==> src/rtl/uart_rx_sampler.sv <==
// uart_rx_sampler: synchronises rx_in, oversamples 16x per bit, filters start glitches, majority-votes each bit.
// Optional macro UART_RX_PARITY_EN: receive a ninth (parity) bit after the 8 data bits.
// All outputs are registered; vote results appear the cycle after the os_cnt==9 tick.
module uart_rx_sampler #(
  parameter int DIV = 4,
  parameter int OVS = 16
) (
  input  logic       clock,
  input  logic       reset,
  input  logic       enable,
  input  logic       rx_in,
  output logic       rx_start,
  output logic       start_check,
  output logic       rx_data_signal,
  output logic       rx_bit,
  output logic [3:0] bit_index,
  output logic       stop_check,
  output logic       frame_err,
  output logic       busy
);

  localparam int              DW       = (DIV > 1) ? $clog2(DIV) : 1;
  localparam logic [DW-1:0]   DIV_LAST = DW'(DIV - 1);
  localparam logic [3:0]      OS_LAST  = 4'(OVS - 1);
  localparam logic [3:0]      OS_S7    = 4'd7;
  localparam logic [3:0]      OS_S8    = 4'd8;
  localparam logic [3:0]      OS_VOTE  = 4'd9;
`ifdef UART_RX_PARITY_EN
  localparam logic [3:0]      LAST_IDX = 4'd8;
`else
  localparam logic [3:0]      LAST_IDX = 4'd7;
`endif

  typedef enum logic [2:0] {
    ST_IDLE,
    ST_START,
    ST_DATA,
    ST_STOP,
    ST_BREAK
  } state_t;

  state_t        state_q, state_d;
  logic          sync1, sync2;
  logic          rxs;
  logic [DW-1:0] div_q, div_d;
  logic [3:0]    os_q, os_d;
  logic          samp7_q, samp7_d, samp8_q, samp8_d;
  logic          counting, tick, vote_tick, end_tick, vote;
  logic          rx_start_d, start_check_d, data_sig_d, rx_bit_d;
  logic [3:0]    bit_index_d;
  logic          stop_check_d, frame_err_d;

  assign rxs       = sync2;
  assign counting  = (state_q == ST_START) || (state_q == ST_DATA) || (state_q == ST_STOP);
  assign tick      = (div_q == DIV_LAST);
  assign vote_tick = counting && tick && (os_q == OS_VOTE);
  assign end_tick  = counting && tick && (os_q == OS_LAST);
  // Third sample is the live synchronised line on the vote tick itself.
  assign vote      = (samp7_q & samp8_q) | (samp7_q & rxs) | (samp8_q & rxs);
  assign busy      = (state_q != ST_IDLE);

  // Two-flop synchroniser; resets to the idle line level so reset never looks like a start bit.
  always_ff @(posedge clock or negedge reset) begin
    if (!reset) begin
      sync1 <= 1'b1;
      sync2 <= 1'b1;
    end else begin
      sync1 <= rx_in;
      sync2 <= sync1;
    end
  end

  // State, counters, samples and registered outputs.
  always_ff @(posedge clock or negedge reset) begin
    if (!reset) begin
      state_q        <= ST_IDLE;
      div_q          <= '0;
      os_q           <= '0;
      samp7_q        <= 1'b0;
      samp8_q        <= 1'b0;
      rx_start       <= 1'b0;
      start_check    <= 1'b0;
      rx_data_signal <= 1'b0;
      rx_bit         <= 1'b0;
      bit_index      <= '0;
      stop_check     <= 1'b0;
      frame_err      <= 1'b0;
    end else begin
      state_q        <= state_d;
      div_q          <= div_d;
      os_q           <= os_d;
      samp7_q        <= samp7_d;
      samp8_q        <= samp8_d;
      rx_start       <= rx_start_d;
      start_check    <= start_check_d;
      rx_data_signal <= data_sig_d;
      rx_bit         <= rx_bit_d;
      bit_index      <= bit_index_d;
      stop_check     <= stop_check_d;
      frame_err      <= frame_err_d;
    end
  end

  // Next-state, tick generation, sample capture and pulse decode.
  always_comb begin
    state_d       = state_q;
    div_d         = div_q;
    os_d          = os_q;
    samp7_d       = samp7_q;
    samp8_d       = samp8_q;
    rx_start_d    = 1'b0;
    data_sig_d    = 1'b0;
    stop_check_d  = 1'b0;
    frame_err_d   = 1'b0;
    start_check_d = start_check;
    rx_bit_d      = rx_bit;
    bit_index_d   = bit_index;

    if (!enable) begin
      // Abort: counters cleared, last voted bit and index kept for inspection.
      state_d       = ST_IDLE;
      div_d         = '0;
      os_d          = '0;
      start_check_d = 1'b0;
    end else begin
      if (counting) begin
        if (tick) begin
          div_d = '0;
          os_d  = (os_q == OS_LAST) ? 4'd0 : os_q + 4'd1;
          if (os_q == OS_S7) samp7_d = rxs;
          if (os_q == OS_S8) samp8_d = rxs;
        end else begin
          div_d = div_q + DW'(1);
        end
      end else begin
        // Counters sit at zero outside a frame so START always begins aligned to the edge.
        div_d = '0;
        os_d  = '0;
      end

      case (state_q)
        ST_IDLE: begin
          if (!rxs) state_d = ST_START;
        end
        ST_START: begin
          if (vote_tick) begin
            if (vote) begin
              state_d = ST_IDLE;
            end else begin
              rx_start_d    = 1'b1;
              start_check_d = 1'b1;
            end
          end else if (end_tick) begin
            state_d     = ST_DATA;
            bit_index_d = 4'd0;
          end
        end
        ST_DATA: begin
          if (vote_tick) begin
            data_sig_d = 1'b1;
            rx_bit_d   = vote;
          end else if (end_tick) begin
            if (bit_index == LAST_IDX) state_d = ST_STOP;
            else                       bit_index_d = bit_index + 4'd1;
          end
        end
        ST_STOP: begin
          if (vote_tick) begin
            start_check_d = 1'b0;
            if (vote) begin
              stop_check_d = 1'b1;
              state_d      = ST_IDLE;
            end else begin
              frame_err_d = 1'b1;
              state_d     = ST_BREAK;
            end
          end
        end
        ST_BREAK: begin
          // A held-low line must return high before another start is accepted.
          if (rxs) state_d = ST_IDLE;
        end
        default: state_d = ST_IDLE;
      endcase
    end
  end

endmodule

==> config.mk <==
export PLATFORM = sky130hd
export DESIGN_NAME = uart_rx_sampler
export DESIGN_NICKNAME = d
export VERILOG_FILES = /design/src/rtl/uart_rx_sampler.sv
export SDC_FILE = /design/constraint.sdc
export NUM_CORES = 1
export LEC_CHECK = 0
export ABC_AREA = 1
export CAP_MARGIN = 20
export CORE_MARGIN = 1
export CORE_UTILIZATION = 58
export DETAILED_ROUTE_END_ITERATION = 8
export GPL_ROUTABILITY_DRIVEN = 0
export PLACE_DENSITY = 0.8
export SLEW_MARGIN = 20
export SYNTH_ARGS = -nofsm -noshare
export SYNTH_HDL_FRONTEND = slang
export SYNTH_SLANG_ARGS = --single-unit
export TNS_END_PERCENT = 5
==> constraint.sdc <==
create_clock -name clock -period 3.4 [get_ports clock]
set_input_delay 0.68 -clock clock [delete_from_list [all_inputs] [get_ports clock]]
set_output_delay 0.68 -clock clock [all_outputs]
set_load 0.01 [all_outputs]
==> metrics.md, run 1 <==
| Metric | Value |
|---|---|
| IO buf count | 14 |
| Crit path DAT | 1.62 ns |
| Register bit total from synthesis | 23 |
| CTS Buffer Depth | 2 |
| Horiz. Die Dim | just under 50 um |
| Cells along the critical path | nor2_4 -> nand2_1 -> clkdlybuf4s50_1 |
| DRT Wirelength | 2160 um |
| Area of the core | 1980 um2 |
| VDD IR-drop max | 0.301 mV |
| I/O pin count | 15 |
| Leak pwr | 0.699 nW |
| Global route total overflow | 0 |
| H-tree levels | 1 |
| Syn nets | ~160 |
| Post-DP HPWL | 1660 um |
| Highest-count cells in the layout ignoring fill and taps | nand2_1, dfrtp_1, nor2_1 |
| Die Area | 2330 um2 |
| Post-route ant nets | 0 |
| Clock Latency Late Sink | 0.30 ns |
| Status | completed |
| MaxCap Viol Count | 0 |
| Slowest stage delay, CP | 0.49 ns |
| Vias in the first global route | 964 |
| Finished Cell Area | 1430 um2 |
| Initial antenna violation count | 0 |
| Crit Path Max Fanout | 5 |
| Clk sinks | 23 |
| Critical path class | register to output pin |
| Hold Crit Class | primary input to asynchronous set/reset pin |
| Place WS | 1.16 ns |
| Reg2reg start | div_q[0] |
| Final worst slack | around 1.1 ns |
| Sequential area share after synthesis | 0.465 |
| Layout cells sized above 1 | 0.190 |
| Final cell count without fillers | 190 |
| Buf+Inv Stages, Crit Path | 1 |
| Power Total | 617 uW |
| CP max stage cell | dfrtp_1 |
| FP Rows | 16 |
| TNS Setup | 0 ns |
| First-pass GRT wire length | 4030 um |
| WHS | between 0.3 and 0.4 ns |
| Initial drt markers | 11 |
| Fillers | 160 |
| Clock Pin Slew Worst Setup and Hold Paths | 0.12 ns |
| DR vias | about 990 |
| Synth Instances | 146 |
| Power per cell area | 431 nW/um2 |
| RSZ-0062 raised after global routing | false |
| Fin nets | roughly 170 |
| Fin Clk Skew | a little under 0.0009 ns |
| Yosys cell types | 29 |
| GRT Total Usage | 0.218 |
| Synthesized area | 1240 um2 |
| Placed instance count | 186 |
| CP delay by family, top | flip-flops |
| Setup Buffers After CTS | 0 |
| Worst-Margin Slew | between 0.4 and 0.5 ns |
| Die height | between 40 and 50 um |
| Final count of pins violating max slew | 0 |
| CP required | 2.72 ns |
| Period utilization | 0.677 |
| Final setup vio count | 0 |
| Starting Density | 0.628 |
| DRC violations left | 0 |
| Ys Warns | 0 |
| DR vias/cell | 5.23 |
| Cts bufs inserted | 3 |
| Critical Path Source Type | register |
| Fin. Hold Viols | 0 |
| Achievable frequency | ~430 MHz |
| Diodes inserted | 0 |
| Reg2Reg Capture Point | bit_index[2] |
| R2r setup slk | 1.81 ns |
| Pin count of the biggest net entering global routing | 24 |
| Worst r2r path cells | 9 |
| Min Tclk post-route | around 2.3 ns |
| Final core occ | 0.723 |
| Dpl cell area | 1410 um2 |
| CTS tree | done |
| Rel. slew slack | 0.678 |
| Crit path capture type | output pin |
| Layout area overhead | 15.3% |
| Commonest non-fill, non-tap cell in the layout | nand2_1 |
| Post-CTS sizing | 0 |
| Clock Tree Root | clkbuf_4 |
| Syn Area/Cell | approximately 8.5 um2 |
| DRT Pass-1 Iters | 4 |
| CTS Hold Bufs | 0 |
| Average wire per standard cell | 11.3 um |
==> cells in the mapped netlist, drive strengths merged <==
cell / number / area share
a21oi: 6 / 0.027
buf: 1 / 0.0040
dfrtp: 21 / 0.42
dfstp: 2 / 0.042
ha: 5 / 0.050
inv: 17 / 0.051
mux2i: 1 / 0.0080
nand2: 36 / 0.12
nand3: 11 / 0.052
nand3b: 2 / 0.012
nand4: 3 / 0.020
nor2: 26 / 0.11
nor3: 5 / 0.028
o211ai: 1 / 0.0060
o21ai: 7 / 0.031
or2: 1 / 0.0050
xor2: 1 / 0.0070
==> flip-flops by register name (all words and copies together) (netlist names) <==
register and cells:
stop_check 1, rx_data_signal 1, state_q 3, sync1 1, start_check 1, rxs 1
samp7_q 1, bit_index 4, samp8_q 1, div_q 2, frame_err 1, rx_bit 1
os_q 4, rx_start 1
==> cell type report <==
type / count / area (um2) / area share
tap: 27 / 33.8 / 0.0236
sequential: 23 / 578 / 0.403
inverter: 17 / 63.8 / 0.0445
clock buffer: 4 / 26.3 / 0.0183
timing repair buffer: 14 / 135 / 0.0942
multi-input combinational: 105 / 597 / 0.416
==> power breakdown <==
part	internal, mW	switching [mW]
combinational	0.0622	0.117
clock	0.0457	0.0769
sequential	0.291	0.0242
==> worst max-delay path by stage <==
stage,startpoint,endpoint,slack (ns),cells past startpoint
2_1_floorplan,enable,os_q[3],1.84,6
3_3_place_gp,enable,os_q[3],1.27,6
3_5_place_dp,enable,os_q[3],1.16,7
4_1_cts,state_q[1],busy,1.08,3
5_1_grt,state_q[1],busy,1.03,3
6_report,state_q[1],busy,1.10,3
==> logic make-up after synthesis <==
| group | count (synthesis) | share of synthesized area |
|---|---|---|
| compound gates | 14 | 0.0644 |
| xor+xnor | 1 | 0.00704 |
| fa+ha+maj | 5 | 0.0503 |
| buf+inv | 18 | 0.0553 |
| flops | 23 | 0.465 |
| mux | 1 | 0.00805 |
| simple gates | 84 | 0.350 |
==> routing by layer <==
metal	vias to the layer above	track usage	part of all wire
li1	502	-	-
met1	466	0.305	0.50
met2	22	0.364	0.46
met3	4	0.0189	0.031
met4	0	0.0637	0.0088
met5	-	0	0
(Power assumes the default switching activity.)
==> run 2: changes to the inputs <==
Settings changed: CORE_UTILIZATION 58 to 54, PLACE_DENSITY 0.8 to 0.75.
Clock period 3.4 ns to 2.2 ns, I/O delays scaled along.
==> run 2 against run 1 <==
  * Critical path depth did not move
  * Combinational power rose by 57%
  * Power rose by 57%
  * Global-route usage fell by 0.19 points
  * Routed wire length rose by 1.5%
  * Critical endpoint unchanged
  * Sequential power rose by 54%
  * Die area rose by 7.1%
  * Flip-flop and latch count did not move
  * Design area rose by 1.7%
  * Worst hold slack improved by 0.052 ns
  * Final cell count rose by 1.6%
  * Highest routed layer unchanged
  * Setup slack got worse by 0.97 ns
==> metrics.md, run 2 (synthesis gave the netlist of run 1 again) <==
| Metric | Value |
|---|---|
| DR vias | 992 (-0.20%) |
| Die Area | 2500 um2 (+7.1%) |
| Clock Tree Root | clkbuf_4 |
| CTS Buffer Depth | 2 (unchanged) |
| Achievable frequency | between 400 and 500 MHz |
| Final setup vio count | 0 (unchanged) |
| Clock Latency Late Sink | 0.32 ns (+0.02 ns) |
| MaxCap Viol Count | 0 (unchanged) |
| Post-CTS sizing | 0 (unchanged) |
| Commonest non-fill, non-tap cell in the layout | nand2_1 |
| Global route total overflow | 0 (unchanged) |
| Critical path class | register to output pin |
| Diodes inserted | 0 (unchanged) |
| Period utilization | 0.941 |
| Layout cells sized above 1 | 0.200 (+0.00982) |
| VDD IR-drop max | 0.462 mV (+54%) |
| GRT Total Usage | 0.216 (-0.00187) |
| Vias in the first global route | 926 (-3.9%) |
| Highest-count cells in the layout ignoring fill and taps | nand2_1, dfrtp_1, nor2_1 |
| Final count of pins violating max slew | 0 (unchanged) |
| Finished Cell Area | 1460 um2 (+1.7%) |
| TNS Setup | 0 ns (unchanged) |
| Power per cell area | 663 nW/um2 (+54%) |
| Post-route ant nets | 0 (unchanged) |
| Horiz. Die Dim | 50.0 um (+3.5%) |
| CP required | 1.76 ns (-0.96 ns) |
| Initial drt markers | 20 (+9) |
| DR vias/cell | 5.14 (-1.8%) |
| Min Tclk post-route | 2.07 ns |
| Post-DP HPWL | 1700 um (+2.4%) |
| Die height | 50.0 um (+3.5%) |
| Critical Path Source Type | register |
| Biggest regs | bit_index x4, os_q x4, state_q x3 |
| FP Rows | 17 (+1) |
| I/O pin count | 15 (unchanged) |
| Layout area overhead | 17.3% |
| Crit path capture type | output pin |
| First-pass GRT wire length | 3970 um (-1.5%) |
| H-tree levels | 1 (unchanged) |
| DRT Wirelength | 2190 um (+1.5%) |
| Initial antenna violation count | 0 (unchanged) |
| Starting Density | 0.568 (-0.0598) |
| Leak pwr | 0.707 nW (+1.2%) |
| Hold Crit Class | register to register |
| Area of the core | 2190 um2 (+11%) |
| Dpl cell area | 1430 um2 (+1.2%) |
| Clock Pin Slew Worst Setup and Hold Paths | 0.13 ns (about the same) |
| DRC violations left | 0 (unchanged) |
| DRT Pass-1 Iters | 4 (unchanged) |
| Clk sinks | 23 (unchanged) |
| Fin. Hold Viols | 0 (unchanged) |
| Average wire per standard cell | 11.3 um (about the same) |
| Worst-Margin Slew | 0.336 ns (-0.147 ns) |
| CTS Hold Bufs | 0 (unchanged) |
| RSZ-0062 raised after global routing | false |
| Pin count of the biggest net entering global routing | 24 (unchanged) |
| CTS tree | done |
| Status | completed |
| Setup Buffers After CTS | 0 (unchanged) |
| Fin nets | 175 (+1.2%) |
| Fin Clk Skew | 0.00781 ns (+0.00693 ns) |
| Rel. slew slack | 0.774 (+0.0960) |
| Crit path DAT | 1.63 ns (about the same) |
| Cts bufs inserted | 3 (unchanged) |
| IO buf count | 14 (unchanged) |
| Crit Path Max Fanout | 5 (unchanged) |
-- run 2: cell count changes in the layout (fill, tap and decap cells not counted), sizes merged --
cell | before | now
clkbuf | 4 | 3
clkdlybuf4s50 | 13 | 14
buf | 1 | 2
clkinvlp | 0 | 1
-- run 2: path summary, 6_finish.rpt --
path / startpoint / endpoint / slack, ns / cells after the start
hold / removal: sync1 / rxs / 0.37 / 0
setup reg to reg: div_q[0] / state_q[1] / 0.62 / 10
max in group asynchronous: reset / rxs / 1.47 / 2
setup / recovery: state_q[1] / busy / 0.13 / 3
hold reg to reg: sync1 / rxs / 0.37 / 0
min in group asynchronous: reset / rx_bit / 0.44 / 2
-- run 2: final cells by class --
cell class / instances / area [um2]
Clock buffer: 3 / 22.5
Fill cell: 189 / 732
Tap cell: 28 / 35.0
Inverter: 17 / 63.8
Multi-Input combinational cell: 105 / 597
Timing Repair Buffer: 16 / 155
Sequential cell: 23 / 578
Clock inverter: 1 / 7.51
-- run 2: critical path, cell delays in order, from the launching register on --
cell and delay (ns):
dfrtp_1 0.49, nor2_4 0.25, nand2_1 0.09, clkdlybuf4s50_1 0.48
-- run 2: routing by layer --
metal / wire length (um) / GRT usage / part of all wire / vias up
met2: 1120 / 0.389 / 0.51 / 14
met4: 52 / 0.114 / 0.024 / 0
met3: 65 / 0.0309 / 0.030 / 4
li1: - / - / - / 507
met5: 0 / 0 / 0 / -
met1: 953 / 0.241 / 0.44 / 467
-- run 2: report_power, final --
part / total, mW / switching [mW] / internal [mW] / leakage, nW
logic: 0.281 / 0.182 / 0.0991 / 0.382
registers: 0.484 / 0.0341 / 0.450 / 0.312
clock network: 0.203 / 0.133 / 0.0694 / 0.0139
total: 0.967 / 0.349 / 0.618 / 0.707
-- run 2: through the flow --
step	hold slack (ns)	cells	utilization	power, mW	setup WS [ns]
floorplan	0.144	146	-	0.695	0.790
global placement	0.346	189	0.652	0.765	0.503
detailed placement	0.347	189	0.652	0.774	0.468
CTS	0.373	193	0.666	0.978	0.105
global route	0.374	193	0.666	1.03	0.0538
finish	0.368	193	0.666	0.967	0.129
==> run 3: changes to the inputs <==
Clock period 2.2 ns to 2.1 ns, I/O delays scaled along.
==> run 3 against run 2 <==
  * Non-clock buffer count up 1
  * Final cell count up 0.52%
  * Design area up 0.26%
  * Flip-flop and latch count is the same
  * Largest power group unchanged
  * Global-route usage grew 0.41 points
  * Sequential power grew 4.8%
  * Clock skew is 0.0040 ns lower
  * Power rose by 6.3%
==> metrics.md, run 3 (synthesis gave the netlist of run 1 again) <==
| Metric | Value |
|---|---|
| Status | completed |
| Post-DP HPWL | 1730 um (+1.7%) |
| GRT Total Usage | 0.220 (+0.00415) |
| Die Area | 2500 um2 (unchanged) |
| Hold Crit Class | register to register |
| Fin Clk Skew | 0.00376 ns (-0.00405 ns) |
| Fin nets | 176 (+0.57%) |
| Diodes inserted | 0 (unchanged) |
| Fin. Hold Viols | 0 (unchanged) |
| Met3 usage | 0.0340 (+0.00309) |
| Final setup vio count | 0 (unchanged) |
| CTS Buffer Depth | 2 (unchanged) |
| Clock Tree Root | clkbuf_4 |
| Rel. slew slack | 0.801 (+0.0273) |
| TNS Setup | 0 ns (unchanged) |
| Crit Path Max Fanout | 5 (unchanged) |
| Power Total | 1.03 mW (+6.3%) |
| DRT Wirelength | 2240 um (+2.4%) |
| I/O pin count | 15 (unchanged) |
| Met2 usage | 0.367 (-0.0222) |
| Vias in the first global route | 977 (+5.5%) |
| IO buf count | 14 (unchanged) |
| Cells along the critical path | nor2_4 -> nand2_1 -> clkdlybuf4s50_1 |
| Highest-count cells in the layout ignoring fill and taps | nand2_1, dfrtp_1, nor2_1 |
| Clock Latency Late Sink | 0.31 ns (about the same) |
| Crit path DAT | 1.50 ns (-0.13 ns) |
| Final count of pins violating max slew | 0 (unchanged) |
| Post-CTS sizing | 0 (unchanged) |
| Slowest stage delay, CP | 0.48 ns (about the same) |
| Hold Path Depth | 0 (unchanged) |
| DRT Pass-1 Iters | 4 (unchanged) |
| Critical Path Source Type | register |
| Initial drt markers | 13 (-35%) |
| Achievable frequency | 520 MHz |
| Pin count of the biggest net entering global routing | 24 (unchanged) |
| Layout area overhead | 17.6% |
| Power per cell area | 703 nW/um2 (+6.0%) |
| Reg2reg start | div_q[0] |
| CTS tree | done |
| DRC violations left | 0 (unchanged) |
| FP Rows | 17 (unchanged) |
| Die height | 50.0 um (unchanged) |
| DR vias/cell | 5.23 (+1.8%) |
| Clock Pin Slew Worst Setup and Hold Paths | 0.12 ns (about the same) |
| WHS | 0.368 ns (-0.000115 ns) |
| Min Tclk post-route | 1.92 ns |
| Clk sinks | 23 (unchanged) |
| Placed instance count | 189 (unchanged) |
| Reg2Reg Capture Point | state_q[1] |
| Layout cells sized above 1 | 0.199 (-0.00120) |
| Starting Density | 0.568 (unchanged) |
| Hold_sp | sync1 |
| Period utilization | 0.915 |
| Grt met1 use | 0.269 (+0.0283) |
| VDD IR-drop max | 0.381 mV (-17%) |
| Average wire per standard cell | 11.5 um (+1.8%) |
| Final cell count without fillers | 194 (+0.52%) |
| H-tree levels | 1 (unchanged) |
| DR vias | 1,015 (+2.3%) |
| Hold EP | rxs |
| Crit path capture type | output pin |
| Post-route ant nets | 0 (unchanged) |
| CP max stage cell | dfrtp_1 |
| Worst-Margin Slew | 0.296 ns (-0.0406 ns) |
| Global route total overflow | 0 (unchanged) |
| Commonest non-fill, non-tap cell in the layout | nand2_1 |
| Biggest regs | bit_index x4, os_q x4, state_q x3 |
| Grt peak-use layer | met2 |
| First-pass GRT wire length | 4080 um (+2.9%) |
| Leak pwr | 0.713 nW (+0.78%) |
| R2r setup slk | 0.54 ns (-0.08 ns) |
| Area of the core | 2190 um2 (unchanged) |
| Cts bufs inserted | 3 (unchanged) |
| Horiz. Die Dim | 50.0 um (unchanged) |
| Initial antenna violation count | 0 (unchanged) |
| MaxCap Viol Count | 0 (unchanged) |
| RSZ-0062 raised after global routing | false |
| CP required | 1.68 ns (-0.08 ns) |
| Critical path class | register to output pin |
| Worst r2r path cells | 10 (unchanged) |
run 3: cell count changes in the layout (fill, tap and decap cells not counted):
cell,previous run,this run
buf_4,2,3
clkinvlp_4,1,0
clkbuf_1,0,1
run 3: area by class of cell:
class,count,area (um2)
fillers,172,728
clock buffers,4,26.3
well taps,28,35.0
multi-input cells,105,597
repair buffers,17,163
flip-flops and latches,23,578
inverters,17,63.8
run 3: metrics by stage:
step           cell area [um2]  worst slack (ns)   util
2_1_floorplan             1240             0.690      -
3_3_place_gp              1430             0.425  0.652
3_5_place_dp              1430             0.371  0.652
4_1_cts                   1460            0.0411  0.664
5_1_grt                   1460             0.116  0.668
6_report                  1460             0.179  0.668
run 3: repair_timing:
item                                    in CTS  in global routing
setup buffers                                0                  1
endpoints found under the setup margin       0                  1
hold buffers                                 0                  0
run 3: power by group:
group          internal (mW)  total, mW  switching, mW  leakage [nW]
sequential             0.471      0.507         0.0363         0.312
clock                 0.0741      0.205          0.131        0.0150
combinational          0.119      0.315          0.196         0.386
total                  0.664       1.03          0.364         0.713
run 3: worst max path at each step:
| stage | start | end | slack (ns) | cells after the start |
|---|---|---|---|---|
| 6_report | state_q[0] | busy | 0.18 | 3 |
| 5_1_grt | state_q[0] | busy | 0.12 | 3 |
| 4_1_cts | state_q[1] | busy | 0.04 | 3 |
| 3_5_place_dp | enable | os_q[0] | 0.37 | 7 |
| 3_3_place_gp | state_q[1] | busy | 0.42 | 3 |
| 2_1_floorplan | div_q[0] | bit_index[2] | 0.69 | 9 |
run 3: routing by layer:
metal / vias up / routed length (um)
met5: - / 0
met4: 0 / 40
met3: 6 / 90
met2: 25 / 1090
met1: 477 / 1020
li1: 507 / -
run 3: worst max-delay path, delay by kind of cell (launching register included):
kind                   cells  cell delay [ns]
buffers and inverters      1             0.48
DFF                        1             0.48
and+or+nand+nor            2             0.23
